<file path="src/rtl/spio_serial_rx_pkg.sv">
// Shared types and constants for the SPIO serial receiver.
// Holds the receive FSM encoding and the status register bit layout.
package spio_serial_rx_pkg;

    typedef enum logic [1:0] {
        RX_IDLE     = 2'd0,
        RX_SHIFT    = 2'd1,
        RX_WAIT_PEN = 2'd2
    } rx_state_e;

    localparam int unsigned ST_VALID   = 0;
    localparam int unsigned ST_FRAME   = 1;
    localparam int unsigned ST_OVF     = 2;
    localparam int unsigned ST_TMO     = 3;
    localparam int unsigned ST_CNT_LSB = 4;

endpackage

</file>
<file path="src/rtl/sync_fifo.sv">
// Single-clock FIFO with push/pop, full/empty flags and occupancy count.
// Push while full is accepted only when a pop happens on the same cycle.
module sync_fifo #(
    parameter int unsigned Width = 8,
    parameter int unsigned Depth = 4
) (
    input  logic                       clk_i,
    input  logic                       rst_ni,
    input  logic                       push_i,
    input  logic [Width-1:0]           data_i,
    input  logic                       pop_i,
    output logic [Width-1:0]           data_o,
    output logic                       full_o,
    output logic                       empty_o,
    output logic [$clog2(Depth):0]     count_o
);

    localparam int unsigned AW = $clog2(Depth);
    localparam int unsigned CW = AW + 1;

    logic [Width-1:0] mem_q [Depth];
    logic [AW-1:0]    wr_ptr_q, rd_ptr_q;
    logic [CW-1:0]    count_q;
    logic             push_ok, pop_ok;

    assign full_o  = (count_q == CW'(Depth));
    assign empty_o = (count_q == '0);
    assign pop_ok  = pop_i & ~empty_o;
    assign push_ok = push_i & (~full_o | pop_ok);
    assign data_o  = mem_q[rd_ptr_q];
    assign count_o = count_q;

    always_ff @(posedge clk_i) begin
        if (push_ok) begin
            mem_q[wr_ptr_q] <= data_i;
        end
    end

    always_ff @(posedge clk_i or negedge rst_ni) begin
        if (!rst_ni) begin
            wr_ptr_q <= '0;
            rd_ptr_q <= '0;
            count_q  <= '0;
        end else begin
            if (push_ok) wr_ptr_q <= wr_ptr_q + AW'(1);
            if (pop_ok)  rd_ptr_q <= rd_ptr_q + AW'(1);
            case ({push_ok, pop_ok})
                2'b10:   count_q <= count_q + CW'(1);
                2'b01:   count_q <= count_q - CW'(1);
                default: count_q <= count_q;
            endcase
        end
    end

endmodule

</file>
<file path="src/rtl/spio_serial_rx.sv">
// Deserialises the SPIO LED stream (clk/data/clear/latch) into parallel words,
// queues them in a FIFO and exposes data/status registers on the bus read path.
module spio_serial_rx
    import spio_serial_rx_pkg::*;
#(
    parameter int unsigned WIDTH       = 16,
    parameter int unsigned FIFO_DEPTH  = 4,
    parameter int unsigned SYNC_STAGES = 2,
    parameter int unsigned TIMEOUT     = 1024
) (
    input  logic        clk,
    input  logic        RSTN,
    input  logic        s_clk,
    input  logic        s_dat,
    input  logic        s_clrn,
    input  logic        s_pen,
    input  logic        rd_en,
    input  logic        rd_sel,
    input  logic        clr_err,
    output logic [31:0] rd_data,
    output logic        rx_valid,
    output logic        irq
);

    localparam int unsigned BW = $clog2(WIDTH + 1);
    localparam int unsigned TW = $clog2(TIMEOUT + 1);
    localparam int unsigned CW = $clog2(FIFO_DEPTH) + 1;

    // Bit order in each synchroniser stage: {pen, clrn, dat, clk}.
    logic [SYNC_STAGES-1:0][3:0] sync_q;
    logic [3:0]                  sync_out;
    logic                        clk_prev_q, pen_prev_q;
    logic                        clk_rise_q, pen_rise_q, dat_q, clrn_q;

    rx_state_e        state_q, state_d;
    logic [WIDTH-1:0] shreg_q, shreg_d;
    logic [BW-1:0]    bitcnt_q, bitcnt_d;
    logic [TW-1:0]    timer_q, timer_d;
    logic             err_frame_q, err_ovf_q, err_tmo_q;
    logic             push, frame_set, tmo_set, ovf_set, pop;

    logic [WIDTH-1:0] fifo_head;
    logic             fifo_full, fifo_empty;
    logic [CW-1:0]    fifo_count;
    logic [3:0]       cnt4;

    assign sync_out = sync_q[SYNC_STAGES-1];

    always_ff @(posedge clk or negedge RSTN) begin
        if (!RSTN) begin
            sync_q     <= '0;
            clk_prev_q <= 1'b0;
            pen_prev_q <= 1'b0;
            clk_rise_q <= 1'b0;
            pen_rise_q <= 1'b0;
            dat_q      <= 1'b0;
            clrn_q     <= 1'b0;
        end else begin
            sync_q     <= {sync_q[SYNC_STAGES-2:0], {s_pen, s_clrn, s_dat, s_clk}};
            clk_prev_q <= sync_out[0];
            pen_prev_q <= sync_out[3];
            // Edge pulses are registered; data and clear are delayed to stay aligned.
            clk_rise_q <= sync_out[0] & ~clk_prev_q;
            pen_rise_q <= sync_out[3] & ~pen_prev_q;
            dat_q      <= sync_out[1];
            clrn_q     <= sync_out[2];
        end
    end

    always_comb begin
        state_d   = state_q;
        shreg_d   = shreg_q;
        bitcnt_d  = bitcnt_q;
        timer_d   = timer_q;
        push      = 1'b0;
        frame_set = 1'b0;
        tmo_set   = 1'b0;
        if (!clrn_q) begin
            state_d  = RX_IDLE;
            shreg_d  = '0;
            bitcnt_d = '0;
            timer_d  = '0;
        end else begin
            unique case (state_q)
                RX_IDLE: begin
                    timer_d = '0;
                    if (clk_rise_q) begin
                        shreg_d  = {shreg_q[WIDTH-2:0], dat_q};
                        bitcnt_d = BW'(1);
                        state_d  = RX_SHIFT;
                    end
                end
                RX_SHIFT: begin
                    timer_d = '0;
                    if (clk_rise_q) begin
                        shreg_d  = {shreg_q[WIDTH-2:0], dat_q};
                        bitcnt_d = bitcnt_q + BW'(1);
                        if (bitcnt_q == BW'(WIDTH - 1)) state_d = RX_WAIT_PEN;
                    end else if (pen_rise_q) begin
                        frame_set = 1'b1;
                        bitcnt_d  = '0;
                        state_d   = RX_IDLE;
                    end else if (timer_q == TW'(TIMEOUT - 1)) begin
                        tmo_set  = 1'b1;
                        bitcnt_d = '0;
                        state_d  = RX_IDLE;
                    end else begin
                        timer_d = timer_q + TW'(1);
                    end
                end
                RX_WAIT_PEN: begin
                    timer_d  = '0;
                    bitcnt_d = '0;
                    state_d  = RX_IDLE;
                    if (pen_rise_q) begin
                        push = 1'b1;
                    end else if (clk_rise_q) begin
                        frame_set = 1'b1;
                    end else if (timer_q == TW'(TIMEOUT - 1)) begin
                        tmo_set = 1'b1;
                    end else begin
                        timer_d  = timer_q + TW'(1);
                        bitcnt_d = bitcnt_q;
                        state_d  = RX_WAIT_PEN;
                    end
                end
                default: state_d = RX_IDLE;
            endcase
        end
    end

    assign pop     = rd_en & ~rd_sel & ~fifo_empty;
    assign ovf_set = push & fifo_full & ~pop;

    always_ff @(posedge clk or negedge RSTN) begin
        if (!RSTN) begin
            state_q     <= RX_IDLE;
            shreg_q     <= '0;
            bitcnt_q    <= '0;
            timer_q     <= '0;
            err_frame_q <= 1'b0;
            err_ovf_q   <= 1'b0;
            err_tmo_q   <= 1'b0;
        end else begin
            state_q     <= state_d;
            shreg_q     <= shreg_d;
            bitcnt_q    <= bitcnt_d;
            timer_q     <= timer_d;
            // A set on the same cycle as clr_err wins.
            err_frame_q <= (err_frame_q & ~clr_err) | frame_set;
            err_ovf_q   <= (err_ovf_q & ~clr_err) | ovf_set;
            err_tmo_q   <= (err_tmo_q & ~clr_err) | tmo_set;
        end
    end

    sync_fifo #(
        .Width (WIDTH),
        .Depth (FIFO_DEPTH)
    ) u_fifo (
        .clk_i   (clk),
        .rst_ni  (RSTN),
        .push_i  (push),
        .data_i  (shreg_q),
        .pop_i   (pop),
        .data_o  (fifo_head),
        .full_o  (fifo_full),
        .empty_o (fifo_empty),
        .count_o (fifo_count)
    );

    assign cnt4     = 4'(fifo_count);
    assign rx_valid = ~fifo_empty;
    assign irq      = rx_valid | err_frame_q | err_ovf_q | err_tmo_q;

    always_comb begin
        rd_data = '0;
        if (rd_sel) begin
            rd_data[ST_VALID]          = rx_valid;
            rd_data[ST_FRAME]          = err_frame_q;
            rd_data[ST_OVF]            = err_ovf_q;
            rd_data[ST_TMO]            = err_tmo_q;
            rd_data[ST_CNT_LSB +: 4]   = cnt4;
        end else if (!fifo_empty) begin
            rd_data[WIDTH-1:0] = fifo_head;
        end
    end

endmodule

</file>
<file path="config.mk">
export PLATFORM = sky130hd
export DESIGN_NAME = spio_serial_rx
export DESIGN_NICKNAME = d
export VERILOG_FILES = /design/src/rtl/spio_serial_rx_pkg.sv /design/src/rtl/sync_fifo.sv /design/src/rtl/spio_serial_rx.sv
export SDC_FILE = /design/constraint.sdc
export NUM_CORES = 1
export LEC_CHECK = 0
export BUFFER_PORTS_ARGS = -buffer_cell sky130_fd_sc_hd__buf_2
export CORE_MARGIN = 10
export CORE_UTILIZATION = 40
export DETAILED_ROUTE_END_ITERATION = 16
export PLACE_DENSITY = 0.66
export SLEW_MARGIN = 20
export SYNTH_ARGS = -nofsm -noshare
export SYNTH_HDL_FRONTEND = slang
export SYNTH_HIERARCHICAL = 1
export SYNTH_SLANG_ARGS = --single-unit
</file>
<file path="constraint.sdc">
create_clock -name clk -period 2.63 [get_ports clk]
set_input_delay 0.526 -clock clk [delete_from_list [all_inputs] [get_ports clk]]
set_output_delay 0.526 -clock clk [all_outputs]
set_load 0.01 [all_outputs]
</file>
Yosys cells after proc, flatten, opt, wreduce, memory -nomap -nowiden

Memories as Yosys holds them, arrays and structs flattened.
Index checks and enable logic that the tools add are counted.

$add $sub $neg: 6
Equal/unequal tests: 13
Mux-type cells: 49
Bitwise gates (word level): 25
Reductions and logical operators: 7

Operator list:

| kind                    | number |
|---|---|
| $mux W11                | 6 |
| $mux W16                | 4 |
| $mux W5                 | 7 |
| $pmux W11 S3            | 1 |
| $mux W2                 | 9 |
| $mux W8                 | 2 |
| $mux W1                 | 15 |
| $pmux W5 S3             | 1 |
| $add A11 B1 Y11 const B | 1 |
| $and A1 B1 Y1           | 11 |
| $eq A11 B10 Y1 const B  | 1 |
| $not A1 Y1              | 7 |
| $or A1 B1 Y1            | 7 |
| $pmux W2 S3             | 1 |
| $pmux W3 S2             | 1 |
| $add A5 B1 Y5 const B   | 1 |
| $eq A5 B4 Y1 const B    | 1 |
| $ne A5 B5 Y1 const B    | 1 |
| $add A2 B1 Y2 const B   | 2 |
| $eq A2 B1 Y1 const B    | 2 |
| $eq A2 B2 Y1 const B    | 2 |
| $ne A2 B2 Y1 const B    | 2 |
| $ne A4 B1 Y1 const B    | 1 |
| $ne A4 B4 Y1 const B    | 1 |
| other kinds (11)        | 13 |

Bits in registers: 58
Memory bits (writable): 64
Input port bits: 9
Output and inout port bits: 34
Logic and storage cells: 119
Memories kept: 1

Memory list:

| memory       | depth | bits a word | rd ports | clocked after Yosys merged registers in | wr ports | RTL line        | text |
|---|---|---|---|---|---|---|---|
| u_fifo.mem_q | 4     | 16          | 1        | 0                                       | 1        | sync_fifo.sv:21 | `logic [Width-1:0] mem_q [Depth];` |

Logic depth before layout (Yosys ltp)

Gate-level depths: netlist (run 1).

Depth in word-level cells: 8
Depth in mapped cells: 10
Mapped depth without buffers: 10

Cells and area by module

Netlist (run 1), hierarchy kept.

By module, submodules not included:

| module         | instances | cells an instance | area an instance (sq um) | seq. area each (sq um) |
|---|---|---|---|---|
| sync_fifo      | 1         | 138               | 2,831.5                  | 2,097.0 |
| spio_serial_rx | 1         | 270               | 2,571.2                  | 1,276.2 |

Worst setup path after synthesis (run 1)

Ideal clock, no wire load.

Path kind: reg2reg
From: register u_fifo.count_q[2], in the netlist u_fifo/count_o[2]
To: register u_fifo.count_q[1], in the netlist u_fifo/count_o[1]
Arrival: 2.429 ns
Slack: 0.114 ns
Cell stages (with the launch flop): 11
Buffers on the path: 0
Cell sequence: dfrtp_1 or3_2 inv_1 nor2_1 and2_1 nor2b_1 nand2_1 fa_1 o21ba_2 o211ai_1 a22oi_1

Cells in the longest elaborated chain, start to end: 8

RTL lines:

| item                                              | RTL line              | text |
|---|---|---|
| start, declared                                   | sync_fifo.sv:23       | `logic [CW-1:0] count_q;` |
| start signal, assigned                            | sync_fifo.sv:48       | `2'b10: count_q <= count_q + CW'(1);` |
| start signal, assigned                            | sync_fifo.sv:49       | `2'b01: count_q <= count_q - CW'(1);` |
| start signal, assigned                            | sync_fifo.sv:50       | `default: count_q <= count_q;` |
| $logic_not A3 Y1 *                                | sync_fifo.sv:27       | `assign empty_o = (count_q == '0);` |
| net fifo_empty                                    | spio_serial_rx.sv:43  | `logic fifo_full, fifo_empty;` |
| $not A1 Y1 *                                      | spio_serial_rx.sv:132 | `assign pop = rd_en & ~rd_sel & ~fifo_empty;` |
| $and A1 B1 Y1 *                                   | spio_serial_rx.sv:132 |  |
| net pop                                           | spio_serial_rx.sv:40  | `logic push, frame_set, tmo_set, ovf_set, pop;` |
| $and A1 B1 Y1 *                                   | sync_fifo.sv:28       | `assign pop_ok = pop_i & ~empty_o;` |
| $or A1 B1 Y1                                      | sync_fifo.sv:29       | `assign push_ok = push_i & (~full_o \| pop_ok);` |
| $and A1 B1 Y1                                     | sync_fifo.sv:29       |  |
| $eq A2 B1 Y1 or $eq A2 B2 Y1 (tied branches)      | sync_fifo.sv:47       | `case ({push_ok, pop_ok})` |
| $pmux W3 S2 or $reduce_bool A2 Y1 (tied branches) | -                     |  |

Mark *: on every way through the listed nets, which the timed path passes. The rest lies on a longest branch.
A chain may end at the register's enable or synchronous reset.

Worst setup path after layout (run 1)

From: register u_fifo.rd_ptr_q[0]
To: output rd_data[1]

Cells in the longest elaborated chain, start to end: 3

RTL lines:

| item                   | RTL line              | text |
|---|---|---|
| start, declared        | sync_fifo.sv:22       | `logic [AW-1:0] wr_ptr_q, rd_ptr_q;` |
| start signal, assigned | sync_fifo.sv:46       | `if (pop_ok) rd_ptr_q <= rd_ptr_q + AW'(1);` |
| $mem_v2 Z4 W16         | -                     |  |
| net fifo_head[1]       | spio_serial_rx.sv:42  | `logic [WIDTH-1:0] fifo_head;` |
| $mux W16               | spio_serial_rx.sv:183 | `end else if (!fifo_empty) begin` |
| $mux W8                | spio_serial_rx.sv:177 | `if (rd_sel) begin` |
| end, declared          | spio_serial_rx.sv:20  | `output logic [31:0] rd_data,` |

The timed path passes the listed nets, and every way through them passes these cells.

==> results of run 1 <==
where the power goes:
group	leakage [nW]	total, mW	switching, mW	internal [mW]
sequential	1.45	2.12	0.0510	2.07
clock	0.301	2.46	0.843	1.62
combinational	0.855	0.999	0.532	0.467
per-layer routing:
metal | routed length [um] | up-vias | global-route usage | part of all wire
li1 | - | 1544 | - | -
met1 | 4492 | 1584 | 0.1509 | 0.45
met2 | 4855 | 81 | 0.1809 | 0.48
met3 | 522 | 18 | 0.03247 | 0.052
met4 | 178 | 0 | 0.05444 | 0.018
met5 | 0 | - | 0 | 0
logic make-up (layout without fill, tap and decap cells):
group	Yosys count	in the layout	synth area share
AOI/OAI and AO/OA	73	73	0.09425
adders and majority gates	12	12	0.02918
and+or+nand+nor	121	121	0.1174
buffers and inverters	54	91	0.05141
DFF	122	122	0.6244
xor gates and xnor gates	7	7	0.01135
other	1	16	0.0006941
muxes	18	18	0.07133
synthesized netlist by cell type, drive strengths merged (4+ instances only):
master / count
a21oi: 5
a22o: 7
and2: 15
and3: 4
buf: 21
clkbuf: 14
dfrtp: 58
edfxtp: 64
ha: 11
inv: 19
mux4: 16
nand2: 47
nand3: 8
nor2: 13
nor2b: 6
nor3: 5
nor3b: 4
o21ai: 28
o311ai: 4
xnor2: 5
metrics by stage:
step / instance area (sq um) / worst slack (ns)
4_1_cts: 6355 / 0.01050
6_report: 6359 / 0.1764
2_1_floorplan: 5459 / 0.1139
5_1_grt: 6359 / 0.09146
3_5_place_dp: 5720 / 0.1079
3_3_place_gp: 5720 / 0.2100
worst register-to-register path: cells and delay by family (launching register included):
family                   cells  cell delay [ns]
AO/OA/AOI/OAI                3             0.50
AND/OR/NAND/NOR              5             0.88
flip-flops                   1             0.38
buffers and inverters        1             0.10
adder cells (fa/ha/maj)      1             0.41
worst paths after layout:
| path | from | cells after the start | slack [ns] | to |
|---|---|---|---|---|
| min | s_clrn | 1 | 0.22 | sync_q[2] |
| min in group asynchronous | RSTN | 2 | 0.26 | bitcnt_q[1] |
| min reg2reg | sync_out[1] | 0 | 0.35 | dat_q |
| max reg2reg | u_fifo/count_o[2] | 10 | 0.29 | u_fifo/count_o[1] |
| max in group asynchronous | RSTN | 2 | 1.85 | shreg_q[6] |
| max | u_fifo/rd_ptr_q[0] | 4 | 0.18 | rd_data[1] |
final cells by class:
cell class | instances | area [sq um]
multi-input cells | 247 | 1812
repair buffers | 40 | 247.7
clock buffers | 19 | 442.9
inverters | 19 | 71.32
fillers | 1155 | 6884
flip-flops and latches | 122 | 3373
clock inverters | 13 | 191.4
well taps | 176 | 220.2
registers in the layout, indices dropped and copies added (netlist names), 2 cells and up:
register / flops
timer_q: 11
sync_q: 4
u_fifo/wr_ptr_q: 2
u_fifo/count_o: 3
u_fifo/rd_ptr_q: 2
bitcnt_q: 5
state_q: 2
u_fifo/mem_q: 64
sync_out: 4
shreg_q: 16
==> summary by stage, run 1 <==
Status
The run finished with clean final reports.

GRT
The number of antenna violations at the first check in global routing was 0. The via count of the first global-routing pass came to 3320. The first global-routing pass estimated 17090 um of wire.

The final global-route overflow total is 0. The overall track demand over capacity in global routing is 0.1175. The maximum number of pins on one net before global-route repair is 59.

Clock network
In this run the post-CTS setup repair buffer count came out at 0. The maximum level of the CTS H-tree is 4. The total clock sinks is 122. The TritonCTS clock tree is yes.

The total of cells resized after clock tree synthesis is 0. The number of buffers inserted by hold repair at cts is 0. The TritonCTS buffer count is 17. The clock network latency to the later pin of the worst-skew pair is 0.41 ns. The clock passes through at most 2 buffers. CTS placed an instance of sky130_fd_sc_hd__clkbuf_16 at the clock tree root.

Clock-pin slew was measured on the worst setup and hold paths at 0.06 ns.

Route
The final layout contains routed wiring with a total length of 10050 um. The count of antenna-violating nets left after detailed routing is 0. The count of vias placed by the detailed router is 3227. In the final routed layout, each cell accounts on average for 15.80 um.

For this run, design rule violations remaining after detail routing come to 0. In the routed layout, each cell is associated on average with a via count of 5.074. The detailed-router iteration count before antenna repair is 4. The number of violations reported at the end of detailed-routing iteration 0 is 231.

STA
The clock period minus final worst setup slack is 2.454 ns. Based on the critical path, the design can be clocked at up to 0.4076 GHz. The headroom to the max-slew limit is 0.4922. The worst-case hold slack is 0.2207 ns.

Of the available clock period, the critical path in the final layout requires 0.9329. The final number of max-transition violations was 0. The clock arrives with 0.005520 ns of skew. Setup violations remaining at the end of the flow were counted as 0. At the pin with the least slew margin, the transition time is 0.7617 ns. The number of hold-slack violations in the final timing report was 0. Setup repair after global routing left no endpoint under its margin.

Adding up every negative setup slack in the final design gives 0 ns.

Logic synthesis
Of the synthesized area, sequential elements account for 0.6244. The commonest register cell after synthesis is sky130_fd_sc_hd__edfxtp_1. The number of synthesized register bits is 122. The Yosys step of the flow raised 6 warnings. Counting flops with an async set or reset pin after synthesis yields a share of 0.4754. A synthesized cell averages 13.24 sq um. The dominant cell type by area after synthesis is sky130_fd_sc_hd__edfxtp_1. Counting every instance in the synthesized netlist gives 408. The synthesized netlist occupies a cell area of 5403 sq um. Of the post-synthesis cell area, the dominant cell type holds 0.3557. The number of synthesized flops with an enable pin is 64. By area the synthesized netlist is led by sky130_fd_sc_hd__edfxtp_1 (36%), sky130_fd_sc_hd__dfrtp_1 (27%), sky130_fd_sc_hd__mux4_2 (6.7%), sky130_fd_sc_hd__nand2_1 (3.3%), sky130_fd_sc_hd__ha_1 (2.5%). Synthesis instantiated 61 different standard cells from the library.

Place
Routability-driven placement finished with a final weighted congestion of 0.8127. The post-DP HPWL is 6457 um. The count of buffers added on input and output ports is 26.

Once placement completed, the tool counted placed cells totaling 604.

Floorplanning
The standard cell core area is 13240 sq um. The width of the chip is 136.2 um. The count of standard-cell rows is 42.

The chip height is 136.2 um. The number of ports placed on the die boundary is 43. The effective utilization at floorplan is 0.4080. The full die area is 18560 sq um.

Setup path
STA classifies the critical path startpoint as a flop. The data arrival at the endpoint of the critical path is 1.93 ns. Walking the worst path, the cells encountered are buf_12 > mux4_2 > a22o_1 > buf_2. The worst-path cell with the longest stage delay is sky130_fd_sc_hd__mux4_2. Along the worst path, the maximum fanout reaches 18.

The nature of the critical path endpoint is an output port. At the worst endpoint, the required time is 2.10 ns. The kind of critical path is reg -> out. In this design, the stage delay of the slowest critical-path cell is 0.55 ns. The kind of cell with the highest combined delay along the critical path is multiplexers. The number of buffers and inverters on the critical path is 2.

Final layout
In the layout the commonest cells are sky130_fd_sc_hd__edfxtp_1 (64), sky130_fd_sc_hd__dfrtp_1 (58), sky130_fd_sc_hd__nand2_1 (47). In the final layout, the share of cells above drive strength 1 is 0.2196. The final cell count without fillers is 636. For this run, the share of the core covered by cells in the final layout is 0.4802.

The number of nets in the final layout is 468. The number of antenna diodes in the final layout is 0. Compared with the post-synthesis result, the final layout area differs by 17.69%. The leading cell type in the layout, fill and taps excluded is sky130_fd_sc_hd__edfxtp_1.

Hold path
The class of the worst hold path is in -> reg.

Power
The highest ir drop seen on vdd is 437.3 uV. Total power for the finished layout comes to 5.584 mW. The analysis attributes to cell leakage a power of 2.602 nW.

The power per cell area is 878.2 nW/um^2.

Flow run
The tool flagged a number of max-cap violations equal to 0.
Power figures use the tool's default switching activity.
==> run 2, diff against run 1 <==
CORE_UTILIZATION = 50   (was 40)
PLACE_DENSITY = 0.78   (was 0.66)
==> run 2 against run 1 <==
  * Register-to-register slack got worse by 0.08 ns
  * Highest routed layer unchanged
  * Power fell by 3.3%
  * Setup slack got worse by 0.11 ns
  * Largest power group unchanged
==> summary by stage, run 2 (same netlist as run 1, synthesis figures left out) <==
Status
The run finished with clean final reports.

STA
The number of hold-slack violations in the final timing report came to 0. The pin slew with the least headroom to its limit is 0.7318 ns. The worst path in the final design needs a cycle of 2.562 ns, including I/O delays and setup.

The headroom to the max-slew limit is 0.5081. The worst clock skew is 0.006286 ns. The post-route setup TNS is 0 ns. Setup repair after global routing left no endpoint under its margin. The final number of max-transition violations came to 0.

The count of final setup violators is 0. Of the available clock period, the critical path in the final layout requires 0.9743. The upper clock frequency limit is 0.3903 GHz.

Setup path
For the worst setup path, the data arrival time is 2.04 ns. For the worst setup path, the data required time is 2.10 ns. Traced cell by cell, the critical path runs through or3_4 > inv_2 > nor2_1 > buf_4 > a22o_1 > buf_2. Together, buffers and inverters on the worst path number 3. The kind of critical path is reg -> out. The element type at the critical path start is a flop. The worst-path cell with the longest stage delay is sky130_fd_sc_hd__or3_4. The highest net fanout along the worst path is 15. The critical path's largest stage delay is 0.42 ns. The cell family with the largest share of critical-path delay is simple AND/OR/NAND/NOR gates.

The nature of the critical path endpoint is an output port.

GRT
The final global-route overflow total is 0. The global-route wire length before repair is 16420 um. The number of antenna violations at the first check in global routing is 0. Entering global routing, the biggest net connects 33 pins.

The overall track demand over capacity in global routing is 0.1407. The via count of the first global-routing pass was 3315.

Final layout
0 antenna diodes ended up in the layout. The number of flip-flops under the largest register name is 64. The area growth from synthesis to layout is 16.33%. The top cell types in the final layout, fill and taps aside, are sky130_fd_sc_hd__edfxtp_1 (64), sky130_fd_sc_hd__dfrtp_1 (58), sky130_fd_sc_hd__nand2_1 (47). The number of nets in the final layout is 471. In the final layout, the registers with the most flip-flops are u_fifo/mem_q (64), shreg_q (16), timer_q (11).

The leading cell type in the layout, fill and taps excluded is sky130_fd_sc_hd__edfxtp_1. The share of cells above drive strength 1 is 0.2225. The register with the most flip-flops is u_fifo/mem_q. The total of fill cells in the finished design is 760.

Clock network
After clock tree synthesis, the clock-pin slew on the worst setup and hold paths is 0.06 ns. The buffer cell driving the clock tree root is sky130_fd_sc_hd__clkbuf_8. The clock drives 122 sinks. Clock latency on the worst-skew pair, taken at its later pin, is 0.53 ns. The number of buffers inserted by hold repair at cts is 0. In this run the number of H-tree levels came out at 4.

TritonCTS built the clock tree. No sink is reached through more buffers than the 2 on the longest clock path. Clock tree synthesis inserted a total of 17 buffers.

Place
The weighted congestion at the end of routability-driven global placement is 0.8795. Port buffering added 26 buffers. The post-DP HPWL is 6568 um.

Flow run
Max-cap violations in this run came to 0.

Hold path
The tightest min-delay check is of the in -> async type.

Route
The detailed-router iteration count before antenna repair is 4. After detailed routing, the number of vias per cell comes to 5.611. In this run, the number of DRC markers left after iteration 0 of detailed routing was 308. Wires add up to 10340 um. The detailed-route DRC error count is 0. The count of antenna-violating nets left after detailed routing is 0.

The count of vias placed by the detailed router is 3361. In the final routed layout, each cell accounts on average for 17.26 um.

Floorplanning
The full die area is 15360 sq um. For this design the top-level I/O count stands at 43. The effective utilization at floorplan is 0.5187. The core region is 10420 sq um. Row generation in the floorplan step produced 37 rows. Measured along the x axis, the die boundary spans 124.0 um.

The chip height is 124.0 um.

Power
The static leakage is 2.595 nW. The share of total power dissipated in the clock network is 0.403. The part of the power in combinational logic is 0.204. The highest ir drop seen on vdd is 681.4 uV. Of the total power, the share spent switching nets is 0.2681.

The completed layout was analyzed and its total power is 5.397 mW. The power per cell area is 858.8 nW/um^2. The part of the power in registers is 0.393. Summed over all nets, the switching power comes to 1.447 mW. The internal power consumption is 3.950 mW.
==> run 2: cell types whose count changed in the layout (fill, tap and decap cells not counted), sizes merged <==
cell and delta:
buf +3, bufinv -2, clkbuf -2, clkinv +5
inv -1
==> run 2: final cells by class <==
cell class              instances  area (sq um)  share of cell area
clock buffers                  17         414.1             0.06590
repair buffers                 43         295.3             0.04698
inverters                      19         71.32             0.01135
clock inverters                15         148.9             0.02369
well taps                     136         170.2             0.02708
flip-flops and latches        122          3373              0.5367
multi-input cells             247          1812              0.2883
==> run 2: power by group through the flow <==
stage               Combinational (mW)  Clock [mW]  Sequential, mW
finish                            1.10        2.18            2.12
global placement                 0.955           0            2.15
detailed placement               0.988           0            2.15
floorplan                        0.689           0            2.16
global route                      1.20        2.30            2.13
CTS                               1.02        2.22            2.12
==> run 2: final timing paths <==
path / start / end / slack (ns) / cells after the start
max: u_fifo/count_o[2] / rd_data[2] / 0.07 / 6
max in group asynchronous: RSTN / timer_q[7] / 1.97 / 2
max reg2reg: state_q[0] / timer_q[7] / 0.21 / 6
min reg2reg: sync_out[2] / clrn_q / 0.34 / 0
min: RSTN / u_fifo/rd_ptr_q[0] / 0.03 / 1
min in group clk: s_dat / sync_q[1] / 0.10 / 1
==> run 2: metrics by stage <==
| step | instances | hold WS (ns) | setup WS, ns | util | cell area, sq um |
|---|---|---|---|---|---|
| global placement | 564 | 0.3345 | 0.2131 | 0.5432 | 5658 |
| floorplan | 423 | 0.2304 | 0.1139 | - | 5459 |
| global route | 599 | 0.06486 | 0.002555 | 0.6034 | 6285 |
| CTS | 596 | 0.02659 | 0.007922 | 0.5983 | 6232 |
| detailed placement | 564 | 0.3355 | 0.09021 | 0.5432 | 5658 |
| finish | 599 | 0.03068 | 0.06772 | 0.6034 | 6285 |
==> run 2: timing repair <==
action	CTS	global route
gates resized for setup	4	1
setup buffers	0	3
setup endpoints to repair	16	3
gates cloned	0	0
==> run 2: layer usage <==
metal,track usage,part of all wire
met5,0,0
met4,0.08417,0.025
met3,0.04163,0.062
met2,0.2172,0.49
met1,0.1724,0.42
